[src/rtl/regfile_wb_arbiter.sv]
// Writeback arbiter between the execution units and the register file's single write port.
// It queues results from the ALU and the LSU in two small FIFOs and drains them round-robin
// into a registered write port.
// Ports:
//   clk, rst_n                       clock and asynchronous active-low reset
//   alu_valid/alu_ready/alu_rd/data  ALU result handshake (ready has no path from valid)
//   lsu_valid/lsu_ready/lsu_rd/data  LSU result handshake
//   rf_we/rf_waddr/rf_wdata          registered register-file write port
//   busy_mask                        destinations with a write still pending in this block
module regfile_wb_arbiter #(
  parameter int unsigned WIDTH  = 32,
  parameter int unsigned DEPTH  = 32,
  parameter int unsigned QDEPTH = 2,
  localparam int unsigned AW    = $clog2(DEPTH)
) (
  input  logic             clk,
  input  logic             rst_n,
  input  logic             alu_valid,
  output logic             alu_ready,
  input  logic [AW-1:0]    alu_rd,
  input  logic [WIDTH-1:0] alu_data,
  input  logic             lsu_valid,
  output logic             lsu_ready,
  input  logic [AW-1:0]    lsu_rd,
  input  logic [WIDTH-1:0] lsu_data,
  output logic             rf_we,
  output logic [AW-1:0]    rf_waddr,
  output logic [WIDTH-1:0] rf_wdata,
  output logic [DEPTH-1:0] busy_mask
);

  localparam int unsigned PW   = $clog2(QDEPTH);
  localparam int unsigned CW   = $clog2(QDEPTH) + 1;
  localparam int unsigned NSRC = 2;
  localparam logic SRC_ALU = 1'b0;
  localparam logic SRC_LSU = 1'b1;

  // FIFO storage and pointers, indexed [source][slot]
  logic [AW-1:0]    rd_q   [NSRC][QDEPTH];
  logic [AW-1:0]    rd_d   [NSRC][QDEPTH];
  logic [WIDTH-1:0] data_q [NSRC][QDEPTH];
  logic [WIDTH-1:0] data_d [NSRC][QDEPTH];
  logic [PW-1:0]    wptr_q [NSRC];
  logic [PW-1:0]    wptr_d [NSRC];
  logic [PW-1:0]    rptr_q [NSRC];
  logic [PW-1:0]    rptr_d [NSRC];
  logic [CW-1:0]    cnt_q  [NSRC];
  logic [CW-1:0]    cnt_d  [NSRC];

  logic             last_grant_q, last_grant_d;
  logic             rf_we_q, rf_we_d;
  logic [AW-1:0]    rf_waddr_q, rf_waddr_d;
  logic [WIDTH-1:0] rf_wdata_q, rf_wdata_d;

  logic [NSRC-1:0]  in_valid_c;
  logic [AW-1:0]    in_rd_c   [NSRC];
  logic [WIDTH-1:0] in_data_c [NSRC];
  logic [NSRC-1:0]  full_c;
  logic [NSRC-1:0]  nonempty_c;
  logic [NSRC-1:0]  enq_c;
  logic [NSRC-1:0]  deq_c;
  logic             gnt_vld_c;
  logic             gnt_src_c;
  logic [DEPTH-1:0] busy_c;
  logic [PW-1:0]    slot_c;

  // Gather both producers into source-indexed form; x0 results are accepted but never enqueued
  always_comb begin
    in_valid_c   = {lsu_valid, alu_valid};
    in_rd_c[0]   = alu_rd;
    in_rd_c[1]   = lsu_rd;
    in_data_c[0] = alu_data;
    in_data_c[1] = lsu_data;
    for (int s = 0; s < int'(NSRC); s++) begin
      full_c[s]     = (cnt_q[s] == CW'(QDEPTH));
      nonempty_c[s] = (cnt_q[s] != '0);
      enq_c[s]      = in_valid_c[s] && !full_c[s] && (in_rd_c[s] != '0);
    end
  end

  assign alu_ready = rst_n && !full_c[0];
  assign lsu_ready = rst_n && !full_c[1];

  // Round-robin: on a tie the source that did not win last time is granted
  always_comb begin
    gnt_vld_c = |nonempty_c;
    gnt_src_c = SRC_ALU;
    if (&nonempty_c) begin
      gnt_src_c = ~last_grant_q;
    end else if (nonempty_c[SRC_LSU]) begin
      gnt_src_c = SRC_LSU;
    end
    deq_c = '0;
    if (gnt_vld_c) begin
      deq_c[gnt_src_c] = 1'b1;
    end
  end

  // Next-state: FIFO updates, grant bookkeeping and the write-port register
  always_comb begin
    rd_d         = rd_q;
    data_d       = data_q;
    wptr_d       = wptr_q;
    rptr_d       = rptr_q;
    cnt_d        = cnt_q;
    last_grant_d = last_grant_q;
    rf_we_d      = 1'b0;
    rf_waddr_d   = rf_waddr_q;
    rf_wdata_d   = rf_wdata_q;
    for (int s = 0; s < int'(NSRC); s++) begin
      if (enq_c[s]) begin
        rd_d[s][wptr_q[s]]   = in_rd_c[s];
        data_d[s][wptr_q[s]] = in_data_c[s];
        wptr_d[s]            = wptr_q[s] + PW'(1);
      end
      if (deq_c[s]) begin
        rptr_d[s] = rptr_q[s] + PW'(1);
      end
      case ({enq_c[s], deq_c[s]})
        2'b10:   cnt_d[s] = cnt_q[s] + CW'(1);
        2'b01:   cnt_d[s] = cnt_q[s] - CW'(1);
        default: cnt_d[s] = cnt_q[s];
      endcase
    end
    if (gnt_vld_c) begin
      last_grant_d = gnt_src_c;
      rf_we_d      = 1'b1;
      rf_waddr_d   = rd_q[gnt_src_c][rptr_q[gnt_src_c]];
      rf_wdata_d   = data_q[gnt_src_c][rptr_q[gnt_src_c]];
    end
  end

  // State register; last_grant resets to LSU so the ALU wins the first tie
  always_ff @(posedge clk or negedge rst_n) begin
    if (!rst_n) begin
      for (int s = 0; s < int'(NSRC); s++) begin
        for (int k = 0; k < int'(QDEPTH); k++) begin
          rd_q[s][k]   <= '0;
          data_q[s][k] <= '0;
        end
        wptr_q[s] <= '0;
        rptr_q[s] <= '0;
        cnt_q[s]  <= '0;
      end
      last_grant_q <= SRC_LSU;
      rf_we_q      <= 1'b0;
      rf_waddr_q   <= '0;
      rf_wdata_q   <= '0;
    end else begin
      rd_q         <= rd_d;
      data_q       <= data_d;
      wptr_q       <= wptr_d;
      rptr_q       <= rptr_d;
      cnt_q        <= cnt_d;
      last_grant_q <= last_grant_d;
      rf_we_q      <= rf_we_d;
      rf_waddr_q   <= rf_waddr_d;
      rf_wdata_q   <= rf_wdata_d;
    end
  end

  // Pending destinations: live FIFO slots (counted from the read pointer) plus the write port
  always_comb begin
    busy_c = '0;
    slot_c = '0;
    for (int s = 0; s < int'(NSRC); s++) begin
      for (int k = 0; k < int'(QDEPTH); k++) begin
        slot_c = rptr_q[s] + PW'(k);
        if (CW'(k) < cnt_q[s]) begin
          busy_c[rd_q[s][slot_c]] = 1'b1;
        end
      end
    end
    if (rf_we_q) begin
      busy_c[rf_waddr_q] = 1'b1;
    end
  end

  assign rf_we     = rf_we_q;
  assign rf_waddr  = rf_waddr_q;
  assign rf_wdata  = rf_wdata_q;
  assign busy_mask = busy_c;

endmodule

[config.mk]
export PLATFORM = sky130hd
export DESIGN_NAME = regfile_wb_arbiter
export DESIGN_NICKNAME = d
export VERILOG_FILES = /design/src/rtl/regfile_wb_arbiter.sv
export SDC_FILE = /design/constraint.sdc
export NUM_CORES = 1
export LEC_CHECK = 0
export ABC_AREA = 1
export CAP_MARGIN = 30
export CELL_PAD_IN_SITES_DETAIL_PLACEMENT = 1
export CELL_PAD_IN_SITES_GLOBAL_PLACEMENT = 2
export CORE_ASPECT_RATIO = 1.25
export CORE_UTILIZATION = 31
export DETAILED_ROUTE_END_ITERATION = 8
export PLACE_DENSITY_LB_ADDON = 0.15
export SLEW_MARGIN = 20
export SYNTH_ARGS = -nofsm -noshare
export SYNTH_HDL_FRONTEND = slang
export SYNTH_SLANG_ARGS = --single-unit
export TNS_END_PERCENT = 1
[constraint.sdc]
create_clock -name clk -period 2.4 [get_ports clk]
set_input_delay 0.24 -clock clk [delete_from_list [all_inputs] [get_ports clk]]
set_output_delay 0.24 -clock clk [all_outputs]
set_load 0.01 [all_outputs]
==> metrics.md <==
| Metric | Value |
|---|---|
| TritonCTS clock tree | `built` |
| Cell taking the most area after synthesis | `dfrtp_1` |
| Worst-path clk slew | `70 ps` |
| Violated checks | `negative setup slack` |
| Placer Congestion | `0.867` |
| First-pass GRT wire length | `63000 um` |
| Design Area, Final | `0.0136 mm^2` |
| Worst Skew | `9.26 ps` |
| Crit-path max FO | `8` |
| Top_reg_cell synth | `dfrtp_1` |
| Antenna cells | `0` |
| Most common cell in the netlist | `nand2_1` |
| R2R Setup Slk | `80 ps` |
| MaxCap Viol Count | `0` |
| CTS max path bufs | `2` |
| Register area share after synthesis | `0.465` |
| Post-Layout Cell Count | `2099` |
| Die height | `208 um` |
| Fmax achieved | `381 MHz` |
| Synth area leaders | `dfrtp_1 46%, nand2_1 17%, nand3_1 9.0%` |
| Die area | `0.0346 mm^2` |
| Wirelength per Cell | `18.8 um` |
| Largest net degree at the start of global routing | `106` |
| 1st-iter DRT viols | `383` |
| Synth Area per Inst | `7.03 um^2` |
| Final worst path period need | `2630 ps` |
| Library cells used by synthesis | `27` |
| Yosys top cell area share | `0.462` |
| Synthesized area | `0.0105 mm^2` |
| Starting Density | `0.314` |
| Number of clock sinks | `195` |
| ANT nets after route | `0` |
| Power Density | `1550 mW/mm^2` |
| Total CTS buffers | `17` |
| Fin. Hold Viols | `0` |
| Setup Viol. Count Final | `6` |
| Synth-to-Final Area Change | `29.9%` |
| Most frequent cells after synthesis | `480 x nand2_1, 208 x nor2_1, 194 x dfrtp_1` |
| Worst Tran Pin Value | `653 ps` |
| Vias/cell | `4.93` |
| Filler instances | `4169` |
| Pleak | `6.58 nW` |
| Max-slew violation count | `0` |
| Setup TNS | `-285 ps` |
| Hold WS | `229 ps` |
| Vias | `10300` |
| Peak supply drop | `0.745 mV` |
| Critical path arrival | `2390 ps` |
| Status | `finished with violations` |
| GRT Overall Usage | `0.238` |
| Slew headroom | `0.565` |
| Clock Latency Late Sink | `450 ps` |
| Post-synth EDFFs | `0` |
| Drt pass-1 iters | `4` |
| Placed cell areas | `0.0128 mm^2` |
| Fin worst setup slack | `-228 ps` |
| Total routed wirelength | `39500 um` |
| Post-Synthesis Net Count | `1580` |
| Num ports | `150` |
| Cells after Synth | `1494` |
| Total gr overflow | `0` |
| Row Count | `75` |
| Fin crit share | `1.09` |
| Layout Nets | `1750` |
| Root buf cell | `clkbuf_16` |
| Yosys warnings | `0` |
| CP endpoint kind | `output port` |
| Register area | `0.00488 mm^2` |
| Number of global-route vias before repair | `11200` |
| CP Data Required Time | `2160 ps` |
| Worst min path class | `input pin to async pin` |
| PortBufs | `149` |
| Footprint of the multi-input gates | `0.00494 mm^2` |
| Synth Register Bits | `195` |
| DRC viols | `0` |
| Layout cells sized above 1 | `0.0979` |
| Worst Setup Path Type | `register to output port` |
| DPL Wire Length | `28500 um` |
| Initial antenna violation count | `0` |
| Asr flop ratio synth | `1.00` |
| RSZ-0062 raised after global routing | `yes` |
| H-tree Lvls | `4` |
| Core footprint | `0.0335 mm^2` |
| Die boundary width | `167 um` |
| Final Util | `0.407` |
| CP Launch Type | `register` |
| Placed Cells | `2062` |
## worst max-delay path, stage by stage (launching register included)
cell	delay (ps)
dfrtp_1	420
ha_1	210
nor2_1	110
buf_4	140
nand3_1	70
buf_4	180
nor2_1	120
nor2_1	80
nand3_1	80
clkdlybuf4s50_1	530
## routing by layer
metal  wire length (um)  part of all wire  GRT usage
met2              20400              0.52      0.435
met4               1710             0.043      0.125
met5                  0                 0          0
met3                786             0.020     0.0185
met1              16600              0.42      0.276
## worst paths after layout
check	startpoint	endpoint	cells after the start
min in group clk	alu_data[18]	data_q[114]	3
min	rst_n	data_q[124]	2
max in group asynchronous	rst_n	data_q[111]	4
min reg2reg	data_q[7]	data_q[7]	2
max	cnt_q[2]	busy_mask[12]	9
max reg2reg	cnt_q[0]	cnt_q[1]	10
## state kept, by name, summed over array words and instances, names as in the netlist
name	cells
data_q	128
rf_wdata	32
rd_q	20
rf_waddr	5
cnt_q	4
rptr_q	2
wptr_q	2
last_grant_q	1
rf_we	1
## through the flow
step	power [mW]	worst slack (ps)
after detailed placement	18.1	8.48
final	21.1	-228
after global placement	17.8	95.1
after global routing	23.0	-335
after floorplan	12.8	561
after CTS	21.4	-253
## power breakdown
group	switching, mW	internal [mW]
registers	1.20	4.95
clock network	1.31	1.77
logic	7.50	4.41
total	10.0	11.1
## repair_timing
| item | 4_1_cts | 5_1_grt |
|---|---|---|
| buffers inserted | 2 | 2 |
| resized for setup | 80 | 11 |
| hold buffers | 1 | 0 |
| pin swaps | 2 | 2 |
| endpoints found under the setup margin | 33 | 37 |
| endpoints found under the hold margin | 22 | 0 |
## area by class of cell
type,instances,share of cell area
Clock buffer,19,0.0325
Clock inverter,12,0.0133
Inverter,123,0.0338
Multi-Input combinational cell,1100,0.362
Sequential cell,195,0.358
Tap cell,423,0.0388
Timing Repair Buffer,227,0.162
## cells in the final DEF (no fill, tap or decap), types with 6 or more instances in the layout
cell type | synthesis | routed
nand2_2 | 3 | 14
nand2_1 | 480 | 469
nand4_1 | 39 | 39
clkdlybuf4s15_1 | 0 | 11
clkdlybuf4s50_1 | 0 | 117
dfrtp_1 | 194 | 193
inv_2 | 5 | 6
dlygate4sd2_1 | 0 | 13
clkbuf_16 | 0 | 17
nand3_2 | 1 | 11
ha_1 | 8 | 6
nor2_1 | 208 | 203
nand3_1 | 188 | 178
buf_4 | 3 | 63
o21ai_0 | 157 | 156
inv_1 | 117 | 115
buf_12 | 0 | 8
## cells by family (layout without fill, tap and decap cells)
kind of cell    count (synthesis)  after routing  share of synthesized area
compound gates                162            162                     0.0778
xor+xnor                        5              5                    0.00417
fa+ha+maj                       8              8                    0.00953
buf+inv                       199            381                     0.0771
flops                         195            195                      0.465
simple gates                  925            925                      0.367
No activity file was read; power rests on OpenSTA's default activity.
